<file path="src/rtl/uart_pkg.sv">
// uart_rx shared package: FSM encodings, frame width, default bit time.
// Optional feature macro: UART_PARITY_EN (even parity bit after the data bits).
package uart_pkg;

  localparam int DATA_BITS    = 8;
  localparam int BIT_TIME_DEF = 2604;

  localparam logic [2:0] S_IDLE      = 3'd0;
  localparam logic [2:0] S_START     = 3'd1;
  localparam logic [2:0] S_DATA      = 3'd2;
  localparam logic [2:0] S_PARITY    = 3'd3;
  localparam logic [2:0] S_STOP      = 3'd4;
  localparam logic [2:0] S_WAIT_IDLE = 3'd5;

  function automatic logic parity_bad(
    input logic [DATA_BITS-1:0] d,
    input logic                 p
  );
    return ^{d, p};
  endfunction

endpackage

</file>
<file path="src/rtl/uart_rx_if.sv">
// Serial line in, received byte and status strobes out.
// Receiver side uses master; the consumer/driver side uses slave.
interface uart_rx_if;
  import uart_pkg::*;

  logic                 rx;
  logic [DATA_BITS-1:0] rx_data;
  logic                 rx_valid;
  logic                 frame_err;
  logic                 parity_err;
  logic                 busy;

  modport master (
    input  rx,
    output rx_data,
    output rx_valid,
    output frame_err,
    output parity_err,
    output busy
  );

  modport slave (
    output rx,
    input  rx_data,
    input  rx_valid,
    input  frame_err,
    input  parity_err,
    input  busy
  );

endinterface

</file>
<file path="src/rtl/uart_bit_timer.sv">
// Bit-period counter with clear; flags half-bit and full-bit terminal counts.
// Used by uart_rx (see uart_pkg for the UART_PARITY_EN option).
module uart_bit_timer
  import uart_pkg::*;
#(
  parameter int BIT_TIME = BIT_TIME_DEF,
  parameter int CNT_W    = 12
) (
  input  logic clk,
  input  logic reset,
  input  logic clr,
  output logic half,
  output logic full
);

  localparam int HALF_M1 = BIT_TIME / 2 - 1;
  localparam int FULL_M1 = BIT_TIME - 1;

  logic [CNT_W-1:0] cnt;

  always_ff @(posedge clk) begin
    if (reset || clr)
      cnt <= '0;
    else
      cnt <= cnt + CNT_W'(1);
  end

  assign half = (cnt == HALF_M1[CNT_W-1:0]);
  assign full = (cnt == FULL_M1[CNT_W-1:0]);

endmodule

</file>
<file path="src/rtl/uart_rx.sv">
// 8N1 UART receiver, mid-bit sampling, registered valid/error strobes.
// Define UART_PARITY_EN to add an even-parity bit between data and stop.
module uart_rx
  import uart_pkg::*;
#(
  parameter int BIT_TIME = BIT_TIME_DEF,
  parameter int CNT_W    = 12
) (
  input logic       clk,
  input logic       reset,
  uart_rx_if.master bus
);

  logic                 rx_m;
  logic                 rx_s;
  logic [1:0]           sync_ok;
  logic                 armed;
  logic [2:0]           state;
  logic [2:0]           idx;
  logic [DATA_BITS-1:0] shift;
  logic [DATA_BITS-1:0] data;
  logic                 valid;
  logic                 ferr;
  logic                 half;
  logic                 full;
  logic                 clr;
`ifdef UART_PARITY_EN
  logic                 par;
  logic                 perr;
`endif

  always_ff @(posedge clk) begin
    if (reset) begin
      rx_m <= 1'b1;
      rx_s <= 1'b1;
    end else begin
      rx_m <= bus.rx;
      rx_s <= rx_m;
    end
  end

  // rx_s only reflects the real line two clocks after reset;
  // a start edge is accepted only once the line has been seen high.
  always_ff @(posedge clk) begin
    if (reset) begin
      sync_ok <= 2'b00;
      armed   <= 1'b0;
    end else begin
      sync_ok <= {sync_ok[0], 1'b1};
      armed   <= armed | (sync_ok[1] & rx_s);
    end
  end

  assign clr = (state == S_IDLE)
            || (state == S_WAIT_IDLE)
            || ((state == S_START) && half)
            || full;

  uart_bit_timer #(
    .BIT_TIME (BIT_TIME),
    .CNT_W    (CNT_W)
  ) u_timer (
    .clk   (clk),
    .reset (reset),
    .clr   (clr),
    .half  (half),
    .full  (full)
  );

  always_ff @(posedge clk) begin
    if (reset) begin
      state <= S_IDLE;
      idx   <= '0;
      shift <= '0;
      data  <= '0;
      valid <= 1'b0;
      ferr  <= 1'b0;
`ifdef UART_PARITY_EN
      par   <= 1'b0;
      perr  <= 1'b0;
`endif
    end else begin
      valid <= 1'b0;
      ferr  <= 1'b0;
`ifdef UART_PARITY_EN
      perr  <= 1'b0;
`endif
      unique case (state)
        S_IDLE: begin
          if (armed && !rx_s)
            state <= S_START;
        end
        S_START: begin
          if (half) begin
            if (rx_s) begin
              state <= S_IDLE;
            end else begin
              idx   <= '0;
              state <= S_DATA;
            end
          end
        end
        S_DATA: begin
          if (full) begin
            shift <= {rx_s, shift[DATA_BITS-1:1]};
            idx   <= idx + 3'd1;
            if (idx == 3'(DATA_BITS - 1))
`ifdef UART_PARITY_EN
              state <= S_PARITY;
`else
              state <= S_STOP;
`endif
          end
        end
`ifdef UART_PARITY_EN
        S_PARITY: begin
          if (full) begin
            par   <= rx_s;
            state <= S_STOP;
          end
        end
`endif
        S_STOP: begin
          if (full) begin
            if (rx_s) begin
              data  <= shift;
              valid <= 1'b1;
`ifdef UART_PARITY_EN
              perr  <= parity_bad(shift, par);
`endif
              state <= S_IDLE;
            end else begin
              ferr  <= 1'b1;
              state <= S_WAIT_IDLE;
            end
          end
        end
        S_WAIT_IDLE: begin
          if (rx_s)
            state <= S_IDLE;
        end
        default: state <= S_IDLE;
      endcase
    end
  end

  assign bus.rx_data   = data;
  assign bus.rx_valid  = valid;
  assign bus.frame_err = ferr;
  assign bus.busy      = (state != S_IDLE);
`ifdef UART_PARITY_EN
  assign bus.parity_err = perr;
`else
  assign bus.parity_err = 1'b0;
`endif

endmodule

</file>
<file path="src/flat_wrapper.sv">
// flat-port wrapper written by rule: the top's interface ports become plain ports
module uart_rx_flat import uart_pkg::*;
#(
  parameter int BIT_TIME = BIT_TIME_DEF,
  parameter int CNT_W    = 12
)
  (clk, reset, bus_rx, bus_rx_data, bus_rx_valid, bus_frame_err, bus_parity_err, bus_busy);
  uart_rx_if bus_i ();
  input logic clk;
  input logic reset;
  input wire logic [$bits(bus_i.rx)-1:0] bus_rx;
  output wire logic [$bits(bus_i.rx_data)-1:0] bus_rx_data;
  output wire logic [$bits(bus_i.rx_valid)-1:0] bus_rx_valid;
  output wire logic [$bits(bus_i.frame_err)-1:0] bus_frame_err;
  output wire logic [$bits(bus_i.parity_err)-1:0] bus_parity_err;
  output wire logic [$bits(bus_i.busy)-1:0] bus_busy;
  assign bus_i.rx = bus_rx;
  assign bus_rx_data = bus_i.rx_data;
  assign bus_rx_valid = bus_i.rx_valid;
  assign bus_frame_err = bus_i.frame_err;
  assign bus_parity_err = bus_i.parity_err;
  assign bus_busy = bus_i.busy;
  uart_rx #(.BIT_TIME(BIT_TIME), .CNT_W(CNT_W)) u_core (.clk(clk), .reset(reset), .bus(bus_i));
endmodule
</file>
<file path="config.mk">
export PLATFORM = sky130hd
export DESIGN_NAME = uart_rx_flat
export DESIGN_NICKNAME = d
export VERILOG_FILES = /design/src/rtl/uart_pkg.sv /design/src/rtl/uart_rx_if.sv /design/src/rtl/uart_bit_timer.sv /design/src/rtl/uart_rx.sv /design/src/flat_wrapper.sv
export SDC_FILE = /design/constraint.sdc
export NUM_CORES = 1
export LEC_CHECK = 0
export ABC_AREA = 0
export BUFFER_PORTS_ARGS = -buffer_cell sky130_fd_sc_hd__buf_2
export CORE_MARGIN = 10
export CORE_UTILIZATION = 45
export DETAILED_ROUTE_END_ITERATION = 7
export GPL_ROUTABILITY_DRIVEN = 0
export PLACE_DENSITY = 0.67
export REMOVE_ABC_BUFFERS = 1
export SYNTH_ARGS = -nofsm -noshare
export SYNTH_HDL_FRONTEND = slang
export SYNTH_SLANG_ARGS = --single-unit
</file>
<file path="constraint.sdc">
create_clock -name clk -period 2.89 [get_ports clk]
set_input_delay 0.1445 -clock clk [delete_from_list [all_inputs] [get_ports clk]]
set_output_delay 0.1445 -clock clk [all_outputs]
set_load 0.01 [all_outputs]
</file>
==> results.py <==
metrics = {
    "synth": {
        "yosysWarningCount": 0,
        "synth.avg_cell_area_um2": 8.870,
        "synth_seq_cells": 41,
        "syn_area_um2": 1792,
        "syn_inst": 202,
        "synthDistinctLibCells": 43,
        "yosysSeqAreaShare": 0.4581,
    },
    "finish": {
        "layout_common_cells": "dfxtp_1, nor2_1, nand2_1, nand3_1, buf_2",
        "fill_cells": 369,
        "antenna_cells": 0,
        "multi_input_area_um2": 889.6,
        "final_nets": 218,
        "layout.area.seq_um2": 820.8,
        "drive_gt1_frac": 0.1604,
        "finalInstanceArea_um2": 2011,
        "syn_to_final_growth_pct": 12.22,
        "final_common_cell": "dfxtp_1",
    },
    "critical_path": {
        "startpoint_type": "flop",
        "startpoint": "u_core.u_timer.cnt[6]",
        "reg2reg_from": "u_core.u_timer.cnt[6]",
        "path_class": "reg -> reg",
        "cp.arrival_ps": 2220,
        "cp-end-kind": "flop",
        "crit_required_ps": 3060,
        "path_max_fanout": 12,
    },
    "detailed_routing": {
        "vias": 1407,
        "viasPerCell": 5.412,
        "wirelength_mm": 3.340,
        "route.detailed.drc": 0,
        "postRouteAntennaNets": 0,
        "first_iter_violations": 87,
        "post_drt_wl_per_cell_um": 12.85,
        "dr.pass1.iters": 4,
    },
    "die": {
        "die_h_um": 83.10,
        "die_x_um": 83.10,
        "start_util": 0.4786,
        "design.die.area_um2": 6906,
        "core-area_um2": 3744,
        "row_count": 22,
        "io_pins": 15,
    },
    "clocking": {
        "clock_sinks": 41,
        "clk_pin_slew_ps": 80,
        "cts_tree": "built",
        "clk_path_buf_depth": 2,
        "cts_resized": 0,
        "htree_num_levels": 2,
        "cts_hold_buf": 0,
        "cts-root-buf": "clkbuf_8",
        "numCtsBuffers": 5,
        "insertion_delay_ps": 290,
        "cts_setup_buffers": 0,
    },
    "timing": {
        "final_max_slew_viol_count": 0,
        "setup_viol": 0,
        "rsz0062_at_grt": "no",
        "max_clock_freq_ghz": 0.4881,
        "fin_skew_ps": 7.271,
        "hold_violations": 0,
        "fin_crit_sh": 0.7089,
        "worst_hold_slack_ps": 30.18,
        "fin_crit_ps": 2049,
        "setup_tns_ps": 0,
    },
    "run_status": {
        "status": "complete, no violations",
    },
    "grt": {
        "gr-total-overflow": 0,
        "grt_pass1_wl_mm": 6.085,
        "grt_pass1_vias": 1358,
        "grt_usage": 0.1011,
        "grt_start_max_net_pins": 28,
        "antenna_found_initial": 0,
    },
    "placed_design": {
        "place_hpwl_mm": 2.323,
        "port-buffer-count": 13,
        "place_area_um2": 1873,
    },
    "run": {
        "cap_violations": 0,
    },
    "worst_hold_path": {
        "hold_path.class": "in -> reg",
        "hold_start": "bus_rx",
    },
    "power_and_ir_drop": {
        "ir_drop_v": 0.0003193,
        "p_leak_nw": 0.7131,
        "power_mw": 1.190,
        "powerDensity_nw_per_um2": 591.9,
    },
}
where the power goes:
group          switching (mW)  total, mW  internal, mW  leakage (nW)
combinational          0.0319     0.0565        0.0247         0.313
sequential             0.0145      0.588         0.574         0.332
clock                   0.198      0.545         0.347        0.0687
kinds of logic after synthesis:
logic type | Yosys count | share of synthesized area
simple gates | 96 | 0.2870
flops | 41 | 0.4581
compound gates | 24 | 0.08241
buf+inv | 18 | 0.04888
xor+xnor | 10 | 0.04889
mux | 8 | 0.04469
fa+ha+maj | 4 | 0.02793
other cells | 1 | 0.002093
through the flow:
stage	cells	util	worst slack, ps
floorplan	188	-	208.3
CTS	260	0.5371	816.2
global placement	252	0.5003	855.8
global route	260	0.5371	611.6
detailed placement	252	0.5003	839.4
finish	260	0.5371	841.2
synth_stat cells, drive strengths merged:
| cell | number | area (um^2) |
|---|---|---|
| or2 | 2 | 12.51 |
| o31a | 1 | 8.760 |
| nand2 | 16 | 60.06 |
| xnor2 | 8 | 70.07 |
| ha | 4 | 50.05 |
| nor4b | 1 | 8.760 |
| buf | 7 | 46.29 |
| a21oi | 12 | 63.81 |
| and3 | 1 | 6.260 |
| o21bai | 1 | 7.510 |
| a311o | 1 | 10.01 |
| dfxtp | 41 | 820.8 |
| or3 | 1 | 6.260 |
| a211oi | 1 | 7.510 |
| o21ai | 5 | 25.02 |
| nand2b | 2 | 12.51 |
| o41ai | 1 | 8.760 |
| mux2i | 8 | 80.08 |
| inv | 4 | 15.01 |
| clkbuf | 7 | 26.28 |
| or4b | 3 | 37.54 |
| nor2b | 3 | 18.77 |
| xor2 | 2 | 17.52 |
| conb | 1 | 3.750 |
| or4 | 3 | 22.52 |
| or3b | 3 | 26.28 |
| nor4 | 3 | 18.77 |
| nor4bb | 1 | 10.01 |
| nor2 | 28 | 105.1 |
| nand3 | 15 | 75.07 |
| nor3b | 1 | 7.510 |
| nand4 | 4 | 25.02 |
| nor3 | 8 | 51.30 |
| a22oi | 1 | 7.510 |
| a22o | 1 | 8.760 |
| and4 | 1 | 10.01 |
layer usage:
metal	GRT usage	up-vias	wire length [um]
met3	0.03516	9	170
met5	0	-	0
met4	0.04615	0	68
met2	0.1508	33	1472
li1	-	720	-
met1	0.1269	645	1628
flip-flops by register name (all words and copies together), names as in the netlist:
signal,cells
u_core.bus.frame_err,1
u_core.state,3
u_core.shift,8
u_core.bus.rx_data,8
u_core.bus.rx_valid,1
u_core.idx,3
u_core.armed,1
u_core.rx_m,1
u_core.rx_s,1
u_core.u_timer.cnt,12
u_core.sync_ok,2
critical path, stage by stage (launching register included):
cell and delay (ps):
dfxtp_1 370, or4_1 660, nor3_4 400, or4_1 410, nor2_1 90
layout make-up:
cell class,count,area share
Timing Repair Buffer,16,0.04356
Sequential cell,41,0.4082
Tap cell,48,0.02987
Multi-Input combinational cell,143,0.4424
Clock inverter,3,0.03423
Clock buffer,5,0.03423
Inverter,4,0.007467
worst paths after layout:
path / to / slack, ps / cells after the start
max: u_core.u_timer.cnt[8] / 840 / 4
min: u_core.rx_m / 30 / 2
max reg2reg: u_core.u_timer.cnt[8] / 840 / 4
min reg2reg: u_core.rx_s / 420 / 1
Note: power is estimated with default switching activity, not from simulation.
